$ cat src/rtl/misc_v_pkg.sv
// Shared MISC-V definitions: opcode field values and the sequencer state encoding.
// Both the multi-cycle sequencer and the per-instruction decode control unit use them.
package misc_v_pkg;

    localparam logic [2:0] OP_R    = 3'd0;
    localparam logic [2:0] OP_I    = 3'd1;
    localparam logic [2:0] OP_LW   = 3'd2;
    localparam logic [2:0] OP_SW   = 3'd3;
    localparam logic [2:0] OP_BEQ  = 3'd4;
    localparam logic [2:0] OP_BNE  = 3'd5;
    localparam logic [2:0] OP_JIN  = 3'd6;
    localparam logic [2:0] OP_JOUT = 3'd7;

    // Encodings 6 and 7 are named so the sequencer can recover from them explicitly.
    typedef enum logic [2:0] {
        ST_IDLE   = 3'd0,
        ST_FETCH  = 3'd1,
        ST_DECODE = 3'd2,
        ST_EXEC   = 3'd3,
        ST_MEM    = 3'd4,
        ST_WB     = 3'd5,
        ST_ILL6   = 3'd6,
        ST_ILL7   = 3'd7
    } state_t;

endpackage

$ cat src/rtl/retire_counter.sv
// Wrapping retired-instruction counter with synchronous reset and increment enable.
module retire_counter #(
    parameter int CNT_W = 16
) (
    input  logic             CLK,
    input  logic             reset,
    input  logic             inc,
    output logic [CNT_W-1:0] count
);

    always_ff @(posedge CLK) begin
        if (reset) begin
            count <= '0;
        end else if (inc) begin
            count <= count + CNT_W'(1);
        end
    end

endmodule

$ cat src/rtl/multicycle_sequencer.sv
// Multi-cycle FETCH/DECODE/EXEC/MEM/WB sequencer for the MISC-V datapath.
// Drives the per-cycle datapath enables and handshakes on the shared memory port.
module multicycle_sequencer
    import misc_v_pkg::*;
#(
    parameter int CNT_W   = 16,
    parameter int STATE_W = 3
) (
    input  logic               CLK,
    input  logic               reset,
    input  logic               run,
    input  logic [2:0]         opcode,
    input  logic               mem_ready,
    input  logic               branch_taken,
    output logic               pc_write,
    output logic               ir_write,
    output logic               mem_req,
    output logic               mem_we,
    output logic               mem_src,
    output logic               reg_write,
    output logic               alu_go,
    output logic               branch_eval,
    output logic               jump_out,
    output logic               retire,
    output logic               halted,
    output logic [STATE_W-1:0] state,
    output logic [CNT_W-1:0]   instr_count
);

    state_t     state_q, state_d;
    logic [2:0] op_q;

    always_ff @(posedge CLK) begin
        if (reset) begin
            state_q <= ST_IDLE;
            op_q    <= 3'd0;
        end else begin
            state_q <= state_d;
            if (state_q == ST_DECODE) begin
                op_q <= opcode;
            end
        end
    end

    // Memory handshake: mem_req/mem_we/mem_src are held stable from the first
    // request cycle until a cycle with mem_ready=1, which completes the access.
    always_comb begin
        state_d     = state_q;
        pc_write    = 1'b0;
        ir_write    = 1'b0;
        mem_req     = 1'b0;
        mem_we      = 1'b0;
        mem_src     = 1'b0;
        reg_write   = 1'b0;
        alu_go      = 1'b0;
        branch_eval = 1'b0;
        jump_out    = 1'b0;
        retire      = 1'b0;
        halted      = 1'b0;
        case (state_q)
            ST_IDLE: begin
                halted = 1'b1;
                if (run) state_d = ST_FETCH;
            end
            ST_FETCH: begin
                mem_req = 1'b1;
                if (mem_ready) begin
                    ir_write = 1'b1;
                    pc_write = 1'b1;
                    state_d  = ST_DECODE;
                end
            end
            ST_DECODE: state_d = ST_EXEC;
            ST_EXEC: begin
                alu_go = 1'b1;
                case (op_q)
                    OP_R, OP_I:    state_d = ST_WB;
                    OP_LW, OP_SW:  state_d = ST_MEM;
                    OP_BEQ, OP_BNE: begin
                        branch_eval = 1'b1;
                        pc_write    = branch_taken;
                        retire      = 1'b1;
                    end
                    OP_JIN: begin
                        pc_write = 1'b1;
                        retire   = 1'b1;
                    end
                    default: begin
                        pc_write = 1'b1;
                        jump_out = 1'b1;
                        retire   = 1'b1;
                    end
                endcase
            end
            ST_MEM: begin
                mem_req = 1'b1;
                mem_src = 1'b1;
                mem_we  = (op_q == OP_SW);
                if (mem_ready) begin
                    if (op_q == OP_SW) retire = 1'b1;
                    else               state_d = ST_WB;
                end
            end
            ST_WB: begin
                reg_write = 1'b1;
                retire    = 1'b1;
            end
            default: state_d = ST_IDLE;
        endcase
        // run is only honoured at instruction boundaries.
        if (retire) state_d = run ? ST_FETCH : ST_IDLE;
    end

    assign state = STATE_W'(state_q);

    retire_counter #(.CNT_W(CNT_W)) u_retire_counter (
        .CLK   (CLK),
        .reset (reset),
        .inc   (retire),
        .count (instr_count)
    );

endmodule
$ cat config.mk
export PLATFORM = sky130hd
export DESIGN_NAME = multicycle_sequencer
export DESIGN_NICKNAME = d
export VERILOG_FILES = /design/src/rtl/misc_v_pkg.sv /design/src/rtl/retire_counter.sv /design/src/rtl/multicycle_sequencer.sv
export SDC_FILE = /design/constraint.sdc
export NUM_CORES = 1
export LEC_CHECK = 0
export BUFFER_PORTS_ARGS = -buffer_cell sky130_fd_sc_hd__buf_2
export CORE_UTILIZATION = 53
export CTS_CLUSTER_DIAMETER = 80
export CTS_CLUSTER_SIZE = 10
export DETAILED_ROUTE_END_ITERATION = 12
export GPL_TIMING_DRIVEN = 0
export PLACE_DENSITY = 0.83
export SKIP_LAST_GASP = 1
export SLEW_MARGIN = 25
export SYNTH_ARGS = -nofsm -noshare
export SYNTH_HDL_FRONTEND = slang
export SYNTH_SLANG_ARGS = --single-unit
$ cat constraint.sdc
create_clock -name CLK -period 3.3 [get_ports CLK]
set_input_delay 0.165 -clock CLK [delete_from_list [all_inputs] [get_ports CLK]]
set_output_delay 0.165 -clock CLK [all_outputs]
set_load 0.01 [all_outputs]
## Word level (Yosys, flattened, before mapping)

Cells that the tools add are included.

| operators by class | value |
|---|---|
| add/sub/neg operators | 1 |
| multipliers | 0 |
| div/mod/pow operators | 0 |
| magnitude comparators | 0 |
| equality and inequality tests | 17 |
| shifts and indexed selects | 0 |
| muxes and demuxes | 26 |
| bitwise gates (word level) | 0 |
| reduce and logical (&&, ||, !) cells | 9 |

Operators with widths:

| operator | number |
|---|---|
| 3-bit one-hot mux with 6 select lines | 1 |
| 16-bit by 1-bit adder with 16-bit output, second input constant | 1 |
| 1-bit two-way mux | 16 |
| 3-bit equality test, second input constant | 5 |
| 3-bit two-way mux | 5 |
| 3-bit by 2-bit equality test with 1-bit output, second input constant | 4 |
| 3-bit != test, second input constant | 4 |
| 2-bit OR reduction | 4 |
| 7-bit OR reduction | 1 |
| 3-bit by 1-bit equality test with 1-bit output, second input constant | 2 |
| 3-bit zero test | 2 |
| 3-bit one-hot mux with 2 select lines | 1 |
| 6-bit AND reduction | 1 |
| 4-bit != test, second input constant | 1 |
| 1-bit one-hot mux with 2 select lines | 2 |
| 4-bit OR reduction | 1 |
| 1-bit one-hot mux with 3 select lines | 1 |
| 2-bit != test, second input constant | 1 |

| storage, ports and cells | value |
|---|---|
| register bits after elaboration | 22 |
| latch bits | 0 |
| bits in writable memories | 0 |
| bits in read-only memories | 0 |
| output and inout bits | 30 |
| logic and storage cells | 56 |
| memories | 0 |

## Depth between registers and ports, before layout

Gate-level depths: netlist of the first run.

| depth | value |
|---|---|
| depth after elaboration | 6 |
| gate-level depth with buffers | 7 |

## Modules after synthesis

Synthesis of the first run repeated with hierarchy kept, for this count alone.

| second synthesis, totals | value |
|---|---|
| cell total of the unflattened synthesis | 135 |
| area total of the unflattened synthesis | 1,202.4 um^2 |

Modules (own cells, without submodules):

| module | instances | cells each | area an instance (um^2) | seq. area each (um^2) |
|---|---|---|---|---|
| retire_counter | 1 | 83 | 757.0 | 320.3 |
| multicycle_sequencer | 1 | 52 | 445.4 | 120.1 |

## Least setup slack after synthesis of the first run

No wires, ideal clock.

| path | value |
|---|---|
| path type | reg-to-reg |
| start point | reg state_q[2], in the netlist state[2] |
| end point | reg u_retire_counter.count[13] |
| data arrival time | 1.588 ns |
| slack | 1.591 ns |
| stages on the path, launching flop included | 7 |
| buffers on the path | 2 |
| clock period less this slack | 1.709 ns |
| cells stage by stage | dfxtp_1 > buf_4 > nand3b_1 > o211a_1 > buf_6 > nor4_1 > mux2_2 |

| on the way | value |
|---|---|
| word-level cells in the longest chain between the ends | 2 |
| elaborated cells between the ends (all ways) | 4 |
| those cells by class | eq/ne: 3; mux: 1 |

Ends and longest elaborated chain:

| item | RTL line | text |
|---|---|---|
| start: declaration | multicycle_sequencer.sv:30 | `state_t state_q, state_d;` |
| start signal: assignment | multicycle_sequencer.sv:38 | `state_q <= state_d;` |
| 3-bit equality test / 3-bit by 2-bit equality test with 1-bit output (equally long branches) | multicycle_sequencer.sv:60 | `case (state_q)` |
| 1-bit one-hot mux with 3 select lines (*) | multicycle_sequencer.sv:60 |  |
| end signal: assignment | retire_counter.sv:15 | `count <= count + CNT_W'(1);` |
| end: declaration | retire_counter.sv:8 | `output logic [CNT_W-1:0] count` |

Mark *: on every way between the ends. The rest lies on a longest branch, timed or not.
A chain may end at the register's enable or synchronous reset.

## Final worst setup path of the first run

| path | value |
|---|---|
| start point | reg state_q[0], in the netlist state[0] |
| end point | reg u_retire_counter.count[13] |

Same word-level chain as after synthesis.

==> summary.txt, run 1 <==
Critical path
  • WS Path Type: flop to flop
  • Crit-path max FO: 10
  • Delay-heaviest family, CP: simple AND/OR/NAND/NOR gates
  • Crit. End Element: flop
  • Worst-path cell chain: buf_2 > nand3b_1 > o211a_1 > buf_6 > nor4_1 > mux2_2
  • Setup crit start kind: flop
  • CP max stage delay: 0.38 ns
  • Critical Path RT: 3.50 ns
  • WP data arrival: 2.08 ns
  • CP bufs+invs: 2
  • Slowest stage cell, crit path: dfxtp_1

Place
  • Final GP Congestion: 0.870
  • Hpwl dp: 1.97 mm
  • PortBufs: 37
  • DP Area: between 0.001 and 0.0015 mm^2
  • Placed cell count: 205
  • Setup WS pre-CTS: around 1.4 ns

Power and ir drop
  • P_leak: slightly above 0.6 nW
  • Pwr Total: 0.536 mW
  • Power Density: 377 mW/mm^2
  • Max IR drop VDD: about 0.00033 V

CTS
  • CTS buffer count: 3
  • Clock root cell: clkbuf_4
  • Max Buffers Root-to-Sink: 2
  • Hold-fix buffers, CTS: 0
  • Post-CTS Resized: 0
  • Worst-path clk slew: 0.13 ns
  • Worst skew pair latency: 0.31 ns
  • H-tree levels: 1
  • Post-CTS Setup Inserts: 0
  • CTS tree: built
  • Sink Count: 22

Detailed routing
  • Drt total wl: 2.76 mm
  • # DRC: 0
  • Initial DRC Count: 16
  • WL/cell: between 10 and 15 um
  • Vias/cell: around 5.7
  • Drt first pass iters: 4
  • DR vias: 1190
  • Post-route ant nets: 0

Synth
  • Mapped Cells: 141
  • Synth Cell Area: 0.00115 mm^2
  • Register area share after synthesis: 0.383
  • Mapped Nets: 150
  • Synth Flop Type: dfxtp_1
  • Post-Syn Area per Cell: 8.15 um^2
  • Synth cell types: 34
  • EDFF count, synth: 0
  • Async SR Flop Fraction: 0
  • Number of synthesized register bits: 22
  • Synthesis Warnings: 0

STA
  • Hold Vio Cnt, Final: 0
  • Tightest hold margin: about 0.10 ns
  • Fin crit period: 1.88 ns
  • Final setup violating endpoints: 0
  • Least-Margin Pin Slew: 0.596 ns
  • RSZ-0062 raised after global routing: false
  • Period Utilization, post-route: 0.569
  • Final-report max-slew violation count: 0
  • Rel. slew slack: 0.602
  • Post-route setup slack: 1.42 ns
  • Final Skew: 0.0143 ns
  • Max Freq: 0.533 GHz
  • Fin Setup TNS: 0 ns

Global route
  • Total GRT Usage: 0.254
  • Vias in the first global route: approximately 1100
  • Grt total ovfl: 0
  • Largest net degree at the start of global routing: 14
  • First-pass GRT wire length: roughly 4.8 mm
  • Antenna violations before repair: 0

Floorplanning
  • Die Area: 0.00236 mm^2
  • I/O pin cnt: 38
  • Core Region: 0.00200 mm^2
  • Starting Density: 0.574
  • Die width: 48.6 um
  • Die H: 48.6 um
  • Row Count: 16

Finish
  • Non-Filler Instances: 209
  • Layout cell share with drive strength beyond 1: 0.269
  • Syn-to-layout area delta: 23.6%
  • Antenna cells: 0
  • Most frequent cells in the layout: 40 x buf_2, 22 x dfxtp_1, 16 x nor2_1
  • Finished Cell Area: between 0.001 and 0.0015 mm^2
  • Fin util: 0.710
  • Final nets: roughly 190
  • Commonest non-fill, non-tap cell in the layout: buf_2

Run
  • Max cap viols: 0

Hold path
  • Class of the worst hold path: primary input to flop

Run status
  • Status: finished clean
-- synth_stat cells, drive strengths merged (2+ instances only) --
library cell,instances,area (um^2)
nand2,6,22.5
nor2,16,60.1
nand3b,3,22.5
o31ai,5,37.5
buf,5,33.8
mux2i,3,30.0
o21ai,7,35.0
dfxtp,22,440
mux2,3,33.8
or4,5,37.5
a21oi,14,70.1
nor4,4,25.0
nor3b,2,15.0
inv,4,15.0
nand3,6,30.0
nor2b,7,43.8
clkbuf,4,15.0
nand4,3,18.8
nor3,2,10.0
or3,8,50.1
-- sequential cells by signal, indices dropped and copies added (netlist names) --
| register | flops |
|---|---|
| op_q | 3 |
| u_retire_counter.count | 16 |
| state | 3 |
-- worst paths after layout --
kind / start / slack, ns / depth (start not counted) / to
max: state[0] / 1.42 / 6 / u_retire_counter.count[13]
min: opcode[0] / 0.10 / 3 / op_q[0]
max reg2reg: state[0] / 1.42 / 6 / u_retire_counter.count[13]
min reg2reg: u_retire_counter.count[9] / 0.50 / 2 / u_retire_counter.count[9]
-- cell families after synthesis --
group / count (synthesis) / synth area share
flip-flops: 22 / 0.383
multiplexers: 6 / 0.0555
AO/OA/AOI/OAI: 30 / 0.155
adder cells (fa/ha/maj): 1 / 0.0109
buffers and inverters: 13 / 0.0555
XOR/XNOR: 2 / 0.0152
AND/OR/NAND/NOR: 67 / 0.325
-- area by class of cell --
| class | count | area (um^2) |
|---|---|---|
| Timing Repair Buffer | 37 | 185 |
| Multi-Input combinational cell | 106 | 646 |
| Inverter | 4 | 15.0 |
| Buffer | 9 | 48.8 |
| Clock inverter | 1 | 30.0 |
| Tap cell | 27 | 33.8 |
| Sequential cell | 22 | 440 |
| Clock buffer | 3 | 22.5 |
| Fill cell | 179 | 581 |
-- per-layer routing --
layer	track usage	up-vias	wire (um)
li1	-	594	-
met1	0.319	570	1290
met2	0.453	24	1360
met3	0.0503	2	91
met4	0.0490	0	12
met5	0	-	0
-- worst reg2reg max path: stages, from the launching register on --
cell,delay [ns]
dfxtp_1,0.38
buf_2,0.23
nand3b_1,0.12
o211a_1,0.18
buf_6,0.15
nor4_1,0.34
mux2_2,0.37
-- report_power, final --
part,switching [mW],internal (mW)
Sequential,0.00408,0.270
Combinational,0.0328,0.0245
Clock,0.0824,0.123
Power figures use the tool's default switching activity.
==> inputs of run 2 (changes only) <==
--- a/config.mk
+++ b/config.mk
@@ -6,12 +6,12 @@
 export NUM_CORES = 1
 export LEC_CHECK = 0
 export BUFFER_PORTS_ARGS = -buffer_cell sky130_fd_sc_hd__buf_2
-export CORE_UTILIZATION = 53
+export CORE_UTILIZATION = 49
 export CTS_CLUSTER_DIAMETER = 80
 export CTS_CLUSTER_SIZE = 10
 export DETAILED_ROUTE_END_ITERATION = 12
 export GPL_TIMING_DRIVEN = 0
-export PLACE_DENSITY = 0.83
+export PLACE_DENSITY = 0.78
 export SKIP_LAST_GASP = 1
 export SLEW_MARGIN = 25
 export SYNTH_ARGS = -nofsm -noshare
==> constraint.sdc (replaced) <==
create_clock -name CLK -period 1.73 [get_ports CLK]
set_input_delay 0.0865 -clock CLK [delete_from_list [all_inputs] [get_ports CLK]]
set_output_delay 0.0865 -clock CLK [all_outputs]
set_load 0.01 [all_outputs]
==> run 2 against run 1 <==
Compared with the run above: power is 76% higher; register-to-register slack worse by 1.4 ns; clock skew is 0.0087 ns lower; routed wire length is 12% higher; final area is 14% higher; critical endpoint is now u_retire_counter.count[12]; flip-flop and latch count stayed put; core utilization is 2.2 points higher; non-clock buffer count is 9 higher.
==> summary.txt, run 2 (same netlist as run 1, synthesis figures left out) <==
Run status
  • Status: finished clean (unchanged)

Critical path
  • Setup crit start kind: flop (unchanged)
  • Critical Path RT: 1.99 ns (was 3.50 ns)
  • Crit-path max FO: 5 (was 10)
  • WP data arrival: 1.96 ns (was 2.08 ns)
  • WS Path Type: flop to flop (unchanged)
  • Worst-path cell chain: nand3b_1 > o211a_4 > buf_6 > or4_4 > a21oi_1 (was buf_2 > nand3b_1 > o211a_1 > buf_6 > nor4_1 > mux2_2)
  • CP max stage delay: 0.51 ns (was 0.38 ns)
  • Slowest stage cell, crit path: or4_4 (was dfxtp_1)
  • Crit. End Element: flop (unchanged)

Detailed routing
  • Post-route ant nets: 0 (unchanged)
  • Vias/cell: 5.77 (was 5.69)
  • Drt total wl: 3.09 mm (was 2.76 mm)
  • Drt first pass iters: 4 (unchanged)
  • Initial DRC Count: 18 (was 16)
  • # DRC: 0 (unchanged)
  • DR vias: 1264 (was 1190)
  • WL/cell: 14.1 um (was 13.2 um)

STA
  • Max Freq: 0.587 GHz (was 0.533 GHz)
  • Fin crit period: 1.70 ns (was 1.88 ns)
  • Hold Vio Cnt, Final: 0 (unchanged)
  • Least-Margin Pin Slew: 0.505 ns (was 0.596 ns)
  • Final Skew: 0.00558 ns (was 0.0143 ns)
  • Period Utilization, post-route: 0.985 (was 0.569)
  • RSZ-0062 raised after global routing: true (was false)
  • Rel. slew slack: 0.663 (was 0.602)
  • Final setup violating endpoints: 0 (unchanged)
  • Final-report max-slew violation count: 0 (unchanged)

Floorplanning
  • Core Region: 0.00221 mm^2 (was 0.00200 mm^2)
  • I/O pin cnt: 38 (unchanged)
  • Die width: 50.4 um (was 48.6 um)
  • Die H: 50.4 um (was 48.6 um)
  • Row Count: 17 (was 16)
  • Die Area: 0.00254 mm^2 (was 0.00236 mm^2)
  • Starting Density: 0.520 (was 0.574)

CTS
  • Clock root cell: clkbuf_4 (unchanged)
  • Worst skew pair latency: 0.31 ns (about the same)
  • CTS tree: built (unchanged)
  • Sink Count: 22 (unchanged)
  • CTS buffer count: 3 (unchanged)
  • Worst-path clk slew: 0.13 ns (about the same)
  • H-tree levels: 1 (unchanged)
  • Max Buffers Root-to-Sink: 2 (unchanged)

Finish
  • Fin util: 0.732 (was 0.710)
  • Antenna cells: 0 (unchanged)
  • Syn-to-layout area delta: 40.9% (was 23.6%)
  • Commonest non-fill, non-tap cell in the layout: buf_2 (unchanged)
  • Final nets: 201 (was 192)
  • Most frequent cells in the layout: 37 x buf_2, 16 x nor2_1, 15 x dfxtp_1 (was 40 x buf_2, 22 x dfxtp_1, 16 x nor2_1)
  • Max reg flops: 16 (unchanged)
  • Layout cell share with drive strength beyond 1: 0.419 (was 0.269)
  • Largest Register: u_retire_counter.count (unchanged)

Power and ir drop
  • Max IR drop VDD: 0.000408 V (was 0.000330 V)
  • Pwr Total: 0.944 mW (was 0.536 mW)
  • Power Density: 582 mW/mm^2 (was 377 mW/mm^2)
  • P_leak: 0.724 nW (was 0.611 nW)

Global route
  • Grt total ovfl: 0 (unchanged)
  • Total GRT Usage: 0.250 (was 0.254)
  • Vias in the first global route: 1060 (was 1095)
  • Antenna violations before repair: 0 (unchanged)
  • First-pass GRT wire length: 4.76 mm (was 4.75 mm)
  • Largest net degree at the start of global routing: 13 (was 14)

Place
  • PortBufs: 37 (unchanged)
  • Final GP Congestion: 0.778 (was 0.870)
  • Hpwl dp: 1.95 mm (was 1.97 mm)

Hold path
  • Class of the worst hold path: primary input to flop (unchanged)

Run
  • Max cap viols: 0 (unchanged)
==> run 2: cell count changes in the layout (fill, tap and decap cells not counted), sizes merged <==
cell,delta
buf,+9
bufinv,-1
dlygate4sd3,+1
==> run 2: timing repair <==
item / in CTS / in global routing
cloned: 1 / 0
pin swaps: 1 / 9
hold buffers: 1 / 0
endpoints found under the setup margin: 7 / 22
endpoints found under the hold margin: 1 / 0
gates resized for setup: 14 / 26
buffers inserted: 4 / 4
==> run 2: critical path: cells and delay by family, from the launching register on <==
kind                   cells  cell delay (ns)
and+or+nand+nor            2             0.71
AOI/OAI and AO/OA          2             0.43
DFF                        1             0.36
buffers and inverters      1             0.14
==> run 2: stage by stage <==
| step | TNS (ns) | instance area [um^2] | cells | worst slack, ns | hold WS, ns |
|---|---|---|---|---|---|
| final | 0 | 1620 | 219 | 0.0259 | 0.0106 |
| after global routing | -0.0344 | 1620 | 219 | -0.0156 | 0.0549 |
| after CTS | 0 | 1520 | 216 | 0.00342 | 0.0107 |
| after detailed placement | -0.237 | 1370 | 206 | -0.0860 | 0.324 |
| after global placement | -0.0940 | 1370 | 206 | -0.0597 | 0.320 |
| after floorplan | 0 | 1150 | 141 | 0.0212 | 0.225 |
==> run 2: path summary, 6_finish.rpt <==
check	depth (start not counted)	endpoint	start	slack [ns]
setup / recovery	5	u_retire_counter.count[12]	op_q[2]	0.03
hold / removal	3	op_q[0]	opcode[0]	0.01
setup reg to reg	5	u_retire_counter.count[12]	op_q[2]	0.03
hold reg to reg	2	u_retire_counter.count[9]	u_retire_counter.count[9]	0.52
==> run 2: report_power, final <==
group | switching, mW | internal, mW | total (mW)
sequential | 0.00894 | 0.516 | 0.525
clock | 0.160 | 0.129 | 0.289
combinational | 0.0674 | 0.0623 | 0.130
==> run 2: final cells by class <==
class	count	area [um^2]
tap	28	35.0
sequential	22	449
buffer	8	65.1
timing repair buffer	47	263
multi-input combinational	106	757
fill	160	592
inverter	4	15.0
clock buffer	4	36.3
==> run 2: layer usage <==
| layer | share of wire | routed length (um) | global-route usage | up-vias |
|---|---|---|---|---|
| li1 | - | - | - | 610 |
| met1 | 0.42 | 1290 | 0.296 | 598 |
| met2 | 0.50 | 1540 | 0.449 | 45 |
| met3 | 0.050 | 155 | 0.0273 | 11 |
| met4 | 0.029 | 90 | 0.111 | 0 |
| met5 | 0 | 0 | 0 | - |
